$ cat config.mk
export PLATFORM = sky130hd
export DESIGN_NAME = piso_shift_reg_param
export DESIGN_NICKNAME = d
export VERILOG_FILES = /design/src/rtl/piso_shift_reg_param.sv
export SDC_FILE = /design/constraint.sdc
export NUM_CORES = 1
export LEC_CHECK = 0
export CORE_UTILIZATION = 45
export DETAILED_ROUTE_END_ITERATION = 6
export GPL_TIMING_DRIVEN = 0
export PLACE_DENSITY = 0.81
export SLEW_MARGIN = 20
export SYNTH_ARGS = -nofsm -noshare
export SYNTH_HDL_FRONTEND = slang
export SYNTH_SLANG_ARGS = --single-unit
$ cat constraint.sdc
create_clock -name clk -period 3.6 [get_ports clk]
set_input_delay 0.36 -clock clk [delete_from_list [all_inputs] [get_ports clk]]
set_output_delay 0.36 -clock clk [all_outputs]
set_load 0.005 [all_outputs]
$ cat src/rtl/piso_shift_reg_param.sv
// rtl/piso_shift_reg_param.sv - parametrised PISO shift register with load handshake and frame markers
module piso_shift_reg_param #(
    parameter int WIDTH = 8,
    localparam int CW = (WIDTH > 1) ? $clog2(WIDTH) : 1
) (
    input  logic             clk,
    input  logic             rst,
    input  logic [WIDTH-1:0] din,
    input  logic             din_valid,
    output logic             din_ready,
    input  logic             lsb_first,
    input  logic             shift_en,
    output logic             ser_out,
    output logic             ser_valid,
    output logic             ser_last,
    output logic [CW-1:0]    bits_left,
    output logic [WIDTH-1:0] q_bar
);

    typedef enum logic [0:0] {
        IDLE  = 1'b0,
        SHIFT = 1'b1
    } state_t;

    state_t           state, state_n;
    logic [WIDTH-1:0] shift_reg, shift_reg_n;
    logic [CW-1:0]    count, count_n;
    logic             order, order_n;

    always_ff @(posedge clk) begin
        if (rst) begin
            state     <= IDLE;
            shift_reg <= '0;
            count     <= '0;
            order     <= 1'b0;
        end else begin
            state     <= state_n;
            shift_reg <= shift_reg_n;
            count     <= count_n;
            order     <= order_n;
        end
    end

    // din_ready opens on the final bit so the next word loads on the same edge
    assign din_ready = (state == IDLE) || ((state == SHIFT) && (count == '0) && shift_en);

    always_comb begin
        state_n     = state;
        shift_reg_n = shift_reg;
        count_n     = count;
        order_n     = order;
        case (state)
            IDLE: begin
                if (din_valid) begin
                    shift_reg_n = din;
                    order_n     = lsb_first;
                    count_n     = CW'(WIDTH - 1);
                    state_n     = SHIFT;
                end
            end
            SHIFT: begin
                if (shift_en) begin
                    if (count != '0) begin
                        shift_reg_n = order ? (shift_reg >> 1) : (shift_reg << 1);
                        count_n     = count - CW'(1);
                    end else if (din_valid) begin
                        shift_reg_n = din;
                        order_n     = lsb_first;
                        count_n     = CW'(WIDTH - 1);
                    end else begin
                        shift_reg_n = '0;
                        state_n     = IDLE;
                    end
                end
            end
            default: state_n = IDLE;
        endcase
    end

    assign ser_valid = (state == SHIFT);
    assign ser_out   = ser_valid & (order ? shift_reg[0] : shift_reg[WIDTH-1]);
    assign ser_last  = ser_valid && (count == '0);
    assign bits_left = count;
    assign q_bar     = ~shift_reg;

endmodule

==> results_dict.tcl <==
set metrics [dict create \
    final_cell_mix "clkdlybuf4s50_1, dfxtp_1, inv_1" \
    finalCriticalPeriod_ns 2.15 \
    antenna_left 0 \
    final_nets 139 \
    drt-initial-drc-count 14 \
    fin_crit_sh 0.598 \
    grt_max_degree 11 \
    synth_ff_type "dfxtp_1" \
    io_pins 28 \
    synth_cells 92 \
    arrival_ns 1.79 \
    hold_class "reg -> reg" \
    wl_um 1930 \
    gp_congestion 0.812 \
    cts_buffer_depth 2 \
    cts_setup_buffers 0 \
    post_synth.cell_area_avg_um2 8.42 \
    synth-edff-count 0 \
    synth_warnings 0 \
    insertion_delay_ns 0.28 \
    vdd_drop_max_uv 193 \
    ctsRootBufferMaster "clkbuf_4" \
    post_cts_resized 0 \
    slew_headroom 0.665 \
    cts_tree "done" \
    grt_pass1_vias 768 \
    rows 14 \
    die-area_um2 1890 \
    grt_usage 0.234 \
    layout-drive-gt1-share 0.114 \
    ys_ff_latch 13 \
    die_w_um 43.5 \
    critPathLaunchType "flop" \
    syn_area_um2 774 \
    wl_per_cell_um 13.9 \
    fin_hold_ws_ns 0.500 \
    path_max_fanout 4 \
    cp-startpoint "bits_left[0]$_SDFFE_PP0P_" \
    antenna_cells 0 \
    holdBufCountCts 0 \
    reg2regPathDepth 7 \
    dp_hpwl_um 1410 \
    numCtsBuffers 3 \
    drv_slew 0 \
    antenna_found_initial 0 \
    status "finished with violations" \
    syn_nets 107 \
    timing.fmax_mhz 465 \
    synth_seq_area_share 0.336 \
    firstDrtPassIters 6 \
    numPortBuffers 27 \
    maxCapViolations 0 \
    reg2reg_slack_ns 1.84 \
    clk_pin_slew_worst_paths_ns 0.08 \
    largest_reg_flops 8 \
    drc_errors 4 \
    yosysUniqueCellTypes 29 \
    finClkSkew_ns 0.000468 \
    rsz0062_at_grt "no" \
    violations "design-rule violations" \
    vias 809 \
    crit_path_end "ser_last" \
    cts.sinks 13 \
    fin_setup_tns_ns 0 \
    via_per_inst 5.82 \
    die_height_um 43.5 \
    synthArstFlopShare 0 \
    report.final.hold_viol_count 0 \
    reg2reg_from "bits_left[0]$_SDFFE_PP0P_" \
    start_util 0.497 \
    multi_input_area_um2 420 \
    fillers 145 \
    p_per_area_nw_per_um2 361 \
    ff_latch_area_um2 260 \
    setup_viol 0 \
    tightest_slew_ns 0.502 \
    cts.htree.levels 1 \
    core_um2 1560 \
    grt_pass1_wl_um 3260 \
    layout_commonest_cell "clkdlybuf4s50_1" \
    cp.required_ns 3.24 \
    worstSetupPathType "reg -> out" \
    grt_overflow 0 \
    r2r_end "shift_reg[4]$_SDFFE_PP0P_" \
    synthToLayoutAreaGrowth_pct 40.9 \
    power_leakage_uw 0.000427 \
    critPathCaptureType "output port" \
]
[worst min path at each step]
stage                         startpoint                        end  slack (ns)  depth (start not counted)
2_1_floorplan                        rst  shift_reg[7]$_SDFFE_PP0P_        0.43                          1
3_3_place_gp   bits_left[1]$_SDFFE_PP0P_  bits_left[1]$_SDFFE_PP0P_        0.48                          1
3_5_place_dp   bits_left[1]$_SDFFE_PP0P_  bits_left[1]$_SDFFE_PP0P_        0.48                          1
4_1_cts        bits_left[1]$_SDFFE_PP0P_  bits_left[1]$_SDFFE_PP0P_        0.50                          1
5_1_grt        bits_left[1]$_SDFFE_PP0P_  bits_left[1]$_SDFFE_PP0P_        0.53                          1
6_report       bits_left[1]$_SDFFE_PP0P_  bits_left[1]$_SDFFE_PP0P_        0.50                          1
[power by group]
group          leakage, uW  switching (uW)  internal (uW)
sequential        0.000108            10.4            158
combinational     0.000304            59.4           72.9
clock            0.0000150            50.2           43.0
total             0.000427             120            274
[synth_stat cells (all sizes together), types with 3 or more instances]
cell type | count | share of area
a221oi | 8 | 0.11
a31oi | 3 | 0.024
a211oi | 7 | 0.074
dfxtp | 13 | 0.34
o21ai | 9 | 0.058
nand2 | 11 | 0.053
nor2b | 4 | 0.042
mux2i | 3 | 0.044
nor2 | 3 | 0.015
inv | 12 | 0.058
buf | 5 | 0.052
[cells by family (layout without fill, tap and decap cells)]
group	after synthesis	after routing	synth area share
AO/OA/AOI/OAI	33	33	0.325
AND/OR/NAND/NOR	22	22	0.142
flip-flops	13	13	0.336
multiplexers	3	3	0.0436
buffers and inverters	19	50	0.121
adder cells (fa/ha/maj)	2	2	0.0323
[worst max-delay path, stage by stage, from the launching register on]
cell and delay (ns):
dfxtp_1 0.35, inv_1 0.11, ha_1 0.22, nor2b_4 0.19, and2_1 0.14, clkdlybuf4s50_1 0.50
[cell type report]
class | instances | area share
clock buffers | 4 | 0.0241
flip-flops and latches | 13 | 0.239
repair buffers | 27 | 0.248
inverters | 12 | 0.0413
plain buffers | 7 | 0.0447
multi-input cells | 60 | 0.385
well taps | 16 | 0.0183
[through the flow]
step,utilization,worst slack (ns),total power (uW),cell area [um^2],std cells
floorplan,-,2.02,242,774,92
global placement,0.683,1.51,300,1060,135
detailed placement,0.683,1.50,304,1060,135
CTS,0.700,1.44,394,1090,139
global route,0.700,1.35,418,1090,139
finish,0.700,1.45,394,1090,139
[layer usage]
layer | track usage | routed length (um) | share of wire | vias to the layer above
met2 | 0.400 | 917 | 0.48 | 25
met4 | 0.138 | 40 | 0.021 | 0
met5 | 0 | 0 | 0 | -
met3 | 0.0292 | 93 | 0.048 | 4
li1 | - | - | - | 392
met1 | 0.281 | 878 | 0.46 | 388
(Power assumes the default switching activity.)
